## src/rtl/cnn_pkg.sv

```systemverilog
// Shared constants for the CNN frame sequencer: FSM encoding,
// error codes, drain timeout default and expected-count helpers.
package cnn_pkg;

    localparam logic [1:0] S_IDLE   = 2'd0;
    localparam logic [1:0] S_STREAM = 2'd1;
    localparam logic [1:0] S_DRAIN  = 2'd2;
    localparam logic [1:0] S_DONE   = 2'd3;

    localparam logic [1:0] ERR_NONE    = 2'd0;
    localparam logic [1:0] ERR_BAD_CFG = 2'd1;
    localparam logic [1:0] ERR_TIMEOUT = 2'd2;
    localparam logic [1:0] ERR_OVERRUN = 2'd3;

    localparam int DRAIN_TIMEOUT_DEF = 2000;
    localparam int CNT_W             = 17;

    function automatic logic [CNT_W-1:0] conv_expect(
        input logic [7:0] w,
        input logic [7:0] h
    );
        return CNT_W'(w) * CNT_W'(h);
    endfunction

    // Valid 3x3 windows only exist when both dimensions are at least 3.
    function automatic logic [CNT_W-1:0] pool_expect(
        input logic [7:0] w,
        input logic [7:0] h
    );
        logic [CNT_W-1:0] a;
        logic [CNT_W-1:0] b;
        a = CNT_W'(w) - CNT_W'(2);
        b = CNT_W'(h) - CNT_W'(2);
        if (w >= 8'd3 && h >= 8'd3) begin
            return a * b;
        end
        return '0;
    endfunction

endpackage

```

## src/rtl/cnn_out_counter.sv

```systemverilog
// Counts one datapath output strobe, compares against the expected
// total and flags any strobe that arrives once the total is reached.
module cnn_out_counter
    import cnn_pkg::*;
(
    input  logic             clk,
    input  logic             rst,
    input  logic             i_clr,
    input  logic             i_en,
    input  logic             i_strobe,
    input  logic [CNT_W-1:0] i_expected,
    output logic             o_match,
    output logic             o_overrun
);

    logic [CNT_W-1:0] r_count;
    logic             w_hit;

    assign w_hit     = i_en && i_strobe;
    assign o_match   = (r_count == i_expected);
    assign o_overrun = w_hit && o_match;

    always_ff @(posedge clk) begin
        if (rst || i_clr) begin
            r_count <= '0;
        end else if (w_hit && !o_match) begin
            r_count <= r_count + CNT_W'(1);
        end
    end

endmodule

```

## src/rtl/cnn_frame_sequencer.sv

```systemverilog
// Frame sequencer: streams a WxH frame from the frame buffer into the
// CNN datapath and tracks its output strobes until the frame drains.
module cnn_frame_sequencer
    import cnn_pkg::*;
#(
    parameter int DATA_WIDTH    = 16,
    parameter int ADDR_WIDTH    = 16,
    parameter int DRAIN_TIMEOUT = DRAIN_TIMEOUT_DEF
) (
    input  logic                  clk,
    input  logic                  rst,
    input  logic                  start,
    input  logic [7:0]            cfg_width,
    input  logic [7:0]            cfg_height,
    input  logic                  pause,
    output logic                  mem_rd_en,
    output logic [ADDR_WIDTH-1:0] mem_addr,
    input  logic [DATA_WIDTH-1:0] mem_rd_data,
    output logic                  valid_in,
    output logic [DATA_WIDTH-1:0] pixel_in,
    output logic [7:0]            img_width,
    output logic [7:0]            img_height,
    input  logic                  valid_conv0,
    input  logic                  valid_pool0,
    input  logic                  valid_conv1,
    input  logic                  valid_pool1,
    output logic                  busy,
    output logic                  done,
    output logic                  err,
    output logic [1:0]            err_code
);

    logic [1:0]       r_state;
    logic [7:0]       r_width;
    logic [7:0]       r_height;
    logic [CNT_W-1:0] r_fetch_cnt;
    logic [CNT_W-1:0] r_exp_conv;
    logic [CNT_W-1:0] r_exp_pool;
    logic             r_valid;
    logic [31:0]      r_drain_cnt;
    logic [1:0]       r_err_code;

    logic             w_start_ok;
    logic             w_cfg_bad;
    logic             w_busy;
    logic             w_rd_en;
    logic [3:0]       w_strobe;
    logic [3:0]       w_match;
    logic [3:0]       w_ovr;

    assign w_start_ok = (r_state == S_IDLE) && start;
    assign w_cfg_bad  = (cfg_width == 8'd0) || (cfg_height == 8'd0);
    assign w_busy     = (r_state == S_STREAM) || (r_state == S_DRAIN);
    assign w_rd_en    = (r_state == S_STREAM) && !pause &&
                        (r_fetch_cnt < r_exp_conv);
    assign w_strobe   = {valid_pool1, valid_conv1,
                         valid_pool0, valid_conv0};

    for (genvar g = 0; g < 4; g++) begin : g_cnt
        cnn_out_counter u_cnt (
            .clk        (clk),
            .rst        (rst),
            .i_clr      (w_start_ok),
            .i_en       (w_busy),
            .i_strobe   (w_strobe[g]),
            .i_expected ((g % 2 == 1) ? r_exp_pool : r_exp_conv),
            .o_match    (w_match[g]),
            .o_overrun  (w_ovr[g])
        );
    end

    always_ff @(posedge clk) begin
        if (rst) begin
            r_state     <= S_IDLE;
            r_width     <= '0;
            r_height    <= '0;
            r_fetch_cnt <= '0;
            r_exp_conv  <= '0;
            r_exp_pool  <= '0;
            r_valid     <= 1'b0;
            r_drain_cnt <= '0;
            r_err_code  <= ERR_NONE;
        end else begin
            r_valid <= w_rd_en;
            unique case (r_state)
                S_IDLE: begin
                    if (start) begin
                        r_width     <= cfg_width;
                        r_height    <= cfg_height;
                        r_fetch_cnt <= '0;
                        r_drain_cnt <= '0;
                        r_exp_conv  <= conv_expect(cfg_width, cfg_height);
                        r_exp_pool  <= pool_expect(cfg_width, cfg_height);
                        if (w_cfg_bad) begin
                            r_err_code <= ERR_BAD_CFG;
                            r_state    <= S_DONE;
                        end else begin
                            r_err_code <= ERR_NONE;
                            r_state    <= S_STREAM;
                        end
                    end
                end
                S_STREAM: begin
                    if (w_rd_en) begin
                        r_fetch_cnt <= r_fetch_cnt + CNT_W'(1);
                    end
                    // r_valid here is the trailing pixel of the last read
                    if (r_fetch_cnt == r_exp_conv && r_valid) begin
                        r_drain_cnt <= '0;
                        r_state     <= S_DRAIN;
                    end
                end
                S_DRAIN: begin
                    r_drain_cnt <= r_drain_cnt + 32'd1;
                    if (&w_match) begin
                        r_state <= S_DONE;
                    end else if (r_drain_cnt == 32'(DRAIN_TIMEOUT - 1)) begin
                        r_state <= S_DONE;
                        if (r_err_code == ERR_NONE) begin
                            r_err_code <= ERR_TIMEOUT;
                        end
                    end
                end
                S_DONE: begin
                    r_state <= S_IDLE;
                end
                default: begin
                    r_state <= S_IDLE;
                end
            endcase
            if (w_busy && (|w_ovr) && r_err_code == ERR_NONE) begin
                r_err_code <= ERR_OVERRUN;
            end
        end
    end

    // Read data comes straight off the RAM output register.
    assign mem_rd_en  = w_rd_en;
    assign mem_addr   = w_rd_en ? ADDR_WIDTH'(r_fetch_cnt) : '0;
    assign valid_in   = r_valid;
    assign pixel_in   = r_valid ? mem_rd_data : '0;
    assign img_width  = r_width;
    assign img_height = r_height;
    assign busy       = w_busy;
    assign done       = (r_state == S_DONE);
    assign err_code   = r_err_code;
    assign err        = (r_err_code != ERR_NONE);

endmodule

```

## config.mk

```make
export PLATFORM = sky130hd
export DESIGN_NAME = cnn_frame_sequencer
export DESIGN_NICKNAME = d
export VERILOG_FILES = /design/src/rtl/cnn_pkg.sv /design/src/rtl/cnn_out_counter.sv /design/src/rtl/cnn_frame_sequencer.sv
export SDC_FILE = /design/constraint.sdc
export NUM_CORES = 1
export LEC_CHECK = 0
export CELL_PAD_IN_SITES_DETAIL_PLACEMENT = 0
export CELL_PAD_IN_SITES_GLOBAL_PLACEMENT = 1
export CORE_ASPECT_RATIO = 0.75
export CORE_UTILIZATION = 42
export CTS_CLUSTER_SIZE = 8
export DETAILED_ROUTE_END_ITERATION = 12
export HOLD_SLACK_MARGIN = 0.12
export PLACE_DENSITY = 0.83
export SLEW_MARGIN = 20
export SYNTH_ARGS = -nofsm -noshare
export SYNTH_HDL_FRONTEND = slang
export SYNTH_SLANG_ARGS = --single-unit
```

## constraint.sdc

```tcl
create_clock -name clk -period 7 [get_ports clk]
set_input_delay 1.4 -clock clk [delete_from_list [all_inputs] [get_ports clk]]
set_output_delay 1.4 -clock clk [all_outputs]
set_load 0.01 [all_outputs]
```

# [After elaboration in Yosys (flattened, before gate mapping)]
# Index checks and enable logic that the tools add are counted.
[totals] ff_bits=171 output_inout_bits=55 word_cells=112
[op_classes] addsub=8 n_mul=2 magnitude_cmp=3 eq_ne=17 muxes=27 n_reduce_logical=42
[op_table] op="$pmux 32 s3" n=1
[op_table] op="$add 17x1->17 const B" n=5
[op_table] op="$mux 17" n=4
[op_table] op="$mux 32" n=2
[op_table] op="$eq 17x16->1" n=3
[op_table] op="$eq 17x17->1" n=2
[op_table] op="$pmux 17 s2" n=1
[op_table] op="$add 32x1->32 const B" n=1
[op_table] op="$eq 32x11->1 const B" n=1
[op_table] op="$mux 16" n=2
[op_table] op="$mux 2" n=10
[op_table] op="$logic_and 1x1->1" n=19
[op_table] op="$sub 8x2->9 const B" n=2
[op_table] op="$lt 17x16->1" n=1
[op_table] op="$mul 9x9->17" n=1
[op_table] op="$ge 8x2->1 const B" n=2
[op_table] op="$logic_not 8->1" n=2
[op_table] op="$mul 8x8->16" n=1
[op_table] op="$ne 3x1->1 const B" n=3
[op_table] op="$reduce_and 3->1" n=3
[op_table] op="$pmux 2 s4" n=1
[op_table] op="$ne 3x2->1 const B" n=2
[op_table] op="$reduce_bool 3->1" n=2
[op_table] op="$logic_not 1->1" n=5
[op_table] op="other kinds (13)" n=23

# [Logic depth before layout (Yosys ltp)]
[logic_depth] ltp_word=9 mapped_depth=26

# [Cells and area by module]
# Synthesis repeated with hierarchy kept, for this count alone.
[unflattened] hier_cells=1704 area_unflattened_um2=14272.4
[modules_own_cells] module="cnn_frame_sequencer" instances=1 cells_per_inst=1206 area_each_um2=10123.5 seq_area_each_um2=2062.0
[modules_own_cells] module="cnn_out_counter at g_cnt[0].u_cnt ..." instances=3 cells_per_inst=124 area_each_um2=1048.5 seq_area_each_um2=340.3
[modules_own_cells] module="cnn_out_counter at g_cnt[3].u_cnt" instances=1 cells_per_inst=126 area_each_um2=1003.5 seq_area_each_um2=340.3

# [Least setup slack after synthesis]
# Ideal clock, no wire load.
[synth_timing] path_type="input-to-reg" startpoint="in cfg_height[2]" endpoint="reg r_exp_pool[15]" setup_time_ns=0.117 arrival_time_ns=7.047 required_time_ns=6.883 path_slack_ns=-0.164 path_stages=24 n_path_buf=2 cell_sequence="clkbuf_1 > inv_1 > ha_1 > clkbuf_1 > nand2_1 > nor2_1 > xnor2_1 > or2_2 > fa_1 > fa_1 > inv_1 > fa_1 > fa_1 > inv_1 > fa_1 > inv_1 > ha_1 > o21ai_0 > a21boi_0 > o31a_1 > o211ai_1 > a21boi_0 > or3_1 > a32o_1"
[synth_via] elab_chain_len=7
[synth_lines] element="start: declaration" line="cnn_frame_sequencer.sv:14" text="input logic [7:0] cfg_height,"
[synth_lines] element="parallel branches: the longest is 6 deep, another holds $mul 9x9->17"
[synth_lines] element="$mux 17 (*)" line="cnn_pkg.sv:37" text="return '0;"
[synth_lines] element="end signal: assignment" line="cnn_frame_sequencer.sv:93" text="r_exp_pool <= pool_expect(cfg_width, cfg_height);"
[synth_lines] element="end: declaration" line="cnn_frame_sequencer.sv:38" text="logic [CNT_W-1:0] r_exp_pool;"
# Mark *: on every way between the ends. The select of a mux whose other input is x is not followed.
# A chain may end at the register's enable or synchronous reset.

# [Final worst setup path]
[layout_timing] startpoint="in cfg_height[1]" endpoint="reg r_exp_pool[15]"
# Same word-level chain as after synthesis.

==> impl_metrics.env <==
export IMPL_root_buffer="clkbuf_16"
export IMPL_crit_cells=23
export IMPL_crit_buf_inv=5
export IMPL_cts_tree="yes"
export IMPL_cp_common_cell="fa_1"
export IMPL_coreArea_um2=31600
export IMPL_synth_area_top_cells="dfxtp_1, fa_1, ha_1"
export IMPL_num_vias=11500
export IMPL_clk_pin_slew_ns=0.07
export IMPL_synth_top_cell_by_area="dfxtp_1"
export IMPL_rows=56
export IMPL_crit_type="in -> reg"
export IMPL_numCtsBuffers=17
export IMPL_place_gp_congestion=0.885
export IMPL_syn_inst=1642
export IMPL_hold_path_class="reg -> reg"
export IMPL_synth_cell_area_um2=13700
export IMPL_setup_ws_ns=0.214
export IMPL_p_leak_nw=6.75
export IMPL_syn_nets=1884
export IMPL_status="finished, final reports clean"
export IMPL_max_freq_ghz=0.147
export IMPL_fin_crit_ns=6.79
export IMPL_die_area_um2=33300
export IMPL_setup_viol=0
export IMPL_drt_initial_drc_count=646
export IMPL_grt_busiest_layer="met1"
export IMPL_cp_arrival_ns=7.13
export IMPL_synth_ff_type="dfxtp_1"
export IMPL_grt_use_met2_pct=31.2
export IMPL_gr_total_overflow=0
export IMPL_slew_headroom_pct=30.6
export IMPL_crit_family="adder cells"
export IMPL_drive_above_1_share_pct=8.57
export IMPL_tightest_slew_ns=1.04
export IMPL_global_route_usage_met3_pct=3.51
export IMPL_grt_pass1_wl_um=56300
export IMPL_reg2reg_depth=10
export IMPL_die_width_um=210
export IMPL_async_flop_share_pct=0
export IMPL_htree_levels=4
export IMPL_worstPathMaxFanout=3
export IMPL_cp_cell_sequence="clkdlybuf4s50_1, clkinv_1, ha_1, nand2_2, nor2_2, xnor2_2, or2_2, fa_1, fa_1, inv_1, fa_1, fa_1, inv_1, fa_1, inv_1, ha_1, o21ai_1, a21boi_1, o31a_1, o211ai_1, a21boi_1, or3_1, a32o_1"
export IMPL_routed_via_density=5.16
export IMPL_wirelength_um=34000
export IMPL_min_path_cells=2
export IMPL_track_usage_pct=21.3
export IMPL_drc=0
export IMPL_start_util_pct=43.2
export IMPL_dr_pass1_iters=5
export IMPL_dp_slack_ns=-0.464
export IMPL_finalHoldViolations=0
export IMPL_skew_ns=0.0172
export IMPL_ys_warn_count=0
export IMPL_area_growth_pct=18.8
export IMPL_yosys_area_top_type_share_pct=25.1
export IMPL_cts_sinks=171
export IMPL_ant_nets=0
export IMPL_port_buffers=94
export IMPL_critPathSlowestCell="fa_1"
export IMPL_startpoint_type="input pin"
export IMPL_irDropWorstVdd_mv=0.180
export IMPL_synth_seq_cells=171
export IMPL_final_nets=2027
export IMPL_clk_path_buf_depth=2
export IMPL_io_pins=95
export IMPL_drv_cap=0
export IMPL_synth_common_cells="dfxtp_1, nor2_1, nand2_1"
export IMPL_die_y_um=158
export IMPL_critPathCaptureType="register"
export IMPL_n_antenna_cell=0
export IMPL_dp_hpwl_um=27200
export IMPL_worst_hold_slack_ns=0.459
export IMPL_grt_max_degree=69
export IMPL_grt_pass1_vias=10900
export IMPL_p_per_area_nw_per_um2=266
export IMPL_slew_violations=0
export IMPL_clock_latency_ns=0.45
export IMPL_synth_edff_count=0
export IMPL_grt_use_met1_pct=32.2
export IMPL_critPathRequiredTime_ns=7.35
export IMPL_antenna_found_initial=1
export IMPL_syn_area_per_cell_um2=8.32
export IMPL_holdBufCountCts=0
export IMPL_ys_seq_area_share_pct=25.1
export IMPL_yosysUniqueCellTypes=62
export IMPL_post_route_period_util_pct=96.9
export IMPL_crit_path_max_incr_delay_ns=0.55
export IMPL_wl_per_cell_um=15.2
export IMPL_synth_most_common_cell="dfxtp_1"
[report_power, final]
part	internal (mW)	total, mW	switching (mW)
clock network	0.475	0.926	0.451
registers	1.07	1.22	0.154
logic	0.983	2.17	1.19
[sequential cells by signal (all words and copies together), names as in the netlist]
register             cells
r_fetch_cnt             17
valid_in                 1
r_drain_cnt             32
r_exp_pool              17
img_height               8
r_exp_conv              16
err_code                 2
img_width                8
g_cnt.u_cnt.r_count     68
r_state                  2
[worst reg2reg max path: cells and delay by family, from the launching register on]
family          cells  cell delay [ns]
compound gates      1             0.52
xor+xnor            1             0.15
fa+ha+maj           1             0.32
buf+inv             1             0.13
flops               1             0.56
simple gates        6             1.81
[worst paths after layout]
check	slack, ns	start	end
max	0.21	cfg_height[1]	r_exp_pool[15]
min reg2reg	0.46	img_width[3]	img_width[3]
min	0.46	img_width[3]	img_width[3]
max reg2reg	3.40	r_exp_conv[15]	r_drain_cnt[31]
[layout make-up]
| type | instances | area [um2] |
|---|---|---|
| Multi-Input combinational cell | 1241 | 9430 |
| Tap cell | 435 | 544 |
| Sequential cell | 171 | 3420 |
| Inverter | 167 | 627 |
| Clock buffer | 18 | 429 |
| Fill cell | 3009 | 15400 |
| Clock inverter | 14 | 144 |
| Timing Repair Buffer | 187 | 1630 |
[placed cells by master, fill, tap and decap left out, types with 12 or more instances in the layout]
cell type,Yosys,routed
and3_1,21,21
or3_1,37,37
a21oi_1,87,87
nor3_1,29,27
nor2b_1,21,21
or2_2,12,12
xnor2_1,118,117
buf_4,1,93
clkbuf_16,0,17
and2_1,68,68
clkdlybuf4s50_1,0,93
dfxtp_1,171,171
nand3_1,35,35
nand2_1,167,166
xor2_1,61,61
nor2_1,168,166
nand4_1,32,32
inv_1,166,166
o21ai_0,57,55
ha_1,99,99
fa_1,103,103
[layer usage]
| metal | wire, um | share of wire (%) | up-vias |
|---|---|---|---|
| met2 | 14200 | 42 | 238 |
| met3 | 1960 | 5.8 | 27 |
| met5 | 9 | 0.026 | - |
| met4 | 344 | 1.0 | 2 |
| li1 | - | - | 5684 |
| met1 | 17500 | 52 | 5578 |
[per-stage QoR]
stage / cell area [um2] / util, % / setup TNS, ns / total power, mW / cells
after floorplan: 13700 / - / 0 / 2.66 / 1642
after global placement: 15600 / 49.4 / -1.01 / 3.33 / 2199
after detailed placement: 15600 / 49.4 / -1.51 / 3.38 / 2199
after CTS: 16200 / 51.2 / 0 / 4.33 / 2231
after global routing: 16200 / 51.4 / -0.0102 / 4.67 / 2233
final: 16200 / 51.4 / 0 / 4.32 / 2233
[cell families after synthesis]
family | synth area share (%)
and+or+nand+nor | 22.9
buffers and inverters | 6.36
AOI/OAI and AO/OA | 9.56
adders and majority gates | 24.2
xor gates and xnor gates | 11.5
DFF | 25.1
muxes | 0.440
[repair_timing]
action,in CTS,in global routing
resized for setup,0,12
setup buffers,0,2
endpoints found under the setup margin,0,3
Power figures use the tool's default switching activity.
==> patch: new RTL, same flow settings <==
Make the reset (`rst`) asynchronous in one clocked block.
--- a/src/rtl/cnn_frame_sequencer.sv
+++ b/src/rtl/cnn_frame_sequencer.sv
@@ -71,3 +71,3 @@
 
-    always_ff @(posedge clk) begin
+    always_ff @(posedge clk or posedge rst) begin
         if (rst) begin
Check against the original RTL: differs if rst is asserted again (counterexample within 4 cycles, from zero or initial values and one cycle with rst high); with rst held inactive, the same outputs for 4 cycles.
==> patch against the unedited design <==
Routed wire length increased by 5.8%; design area increased by 5.1%; synthesized area up 4.6%; largest cell class unchanged; via count up 3.0%; sequential power is 17% lower; register-to-register slack got worse by 0.07 ns; total power decreased by 22%; clock power hardly changed; sequential cell count did not move; clock skew fell by 0.0036 ns; non-clock buffer count up 12; worst setup slack better by 0.056 ns; critical endpoint is now r_exp_pool[16].
==> patch: results <==
drt:
  dr_total_vias: 11880
critical_path:
  critPathLaunch: "cfg_width[6]"
  max_stage_delay_ns: 0.58
  slowest_stage: "or4_4"
  worstRegToRegCells: 9
  cp_data_arrival_time_ns: 7.06
  reg2reg_to: "r_drain_cnt[31]"
  rrSetupSlack_ns: 3.33
  cp_max_fo: 4
global_routing:
  grt_max_degree: 70
  grt_pass1_wl_um: 60150
  antenna_found_initial: 0
  grt_pass1_vias: 11870
final_layout:
  clock_cell_area_share: 0.03249
  seqCellArea_um2: 3939
  final_cell_count_no_fill: 2271
  syn_to_final_growth_pct: 19.42
  n_fill_cell: 3174
  drive_gt1_frac: 0.09940
  n_clock_buffer: 20
  n_all_buffers: 199
  multiInputGateArea_um2: 9643
min_path:
  hold_end: "img_height[5]"
placement:
  place_ws_ns: -0.4416
  place_area_um2: 16370
timing:
  worstMarginPinSlew_ns: 0.9269
  finalClockSkew_ns: 0.01362
  whs_ns: 0.4837
  max_freq_ghz: 0.1486
synthesis:
  synthCells: 1647
  synth_fp_nets: 1889
  synth_xor_area_frac: 0.1085
  yosysSeqAreaShare: 0.2757
  synth_common_cells: "nand2_1, nor2_1, inv_1"
  synth_compound_area_frac: 0.08557
  synth_fa_ha_area_frac: 0.2310
  yosys_most_used_dff: "dfrtp_1"
pwr:
  intPower_uw: 2166
  leakage_uw: 0.007668
  comb_cell_power_uw: 1450
  pg_clk_uw: 925
status:
  status: "completed"
==> patch: cell count changes in the layout (fill, tap and decap cells not counted), sizes merged, moves of 11 or more <==
cell / unedited run / this run
nand2: 167 / 190
dfxtp: 171 / 68
nand4: 32 / 55
xor2: 61 / 81
or3: 37 / 12
a21oi: 87 / 33
buf: 94 / 105
o31ai: 3 / 14
or4: 3 / 14
dfrtp: 0 / 103
xnor2: 118 / 96
nand3: 35 / 49
==> patch: logic make-up (layout without fill, tap and decap cells) <==
logic type	Yosys count	count (layout)
AO/OA/AOI/OAI	180	180
XOR/XNOR	177	177
adder cells (fa/ha/maj)	202	202
buffers and inverters	224	398
flip-flops	171	171
multiplexers	9	9
AND/OR/NAND/NOR	684	684
==> patch: layer usage <==
metal | routed length, µm | vias to the layer above | track usage
met3 | 1881 | 33 | 0.03727
met5 | 0 | - | 0
li1 | - | 5800 | -
met4 | 428 | 0 | 0.05130
met1 | 18090 | 5780 | 0.3141
met2 | 15580 | 266 | 0.3289
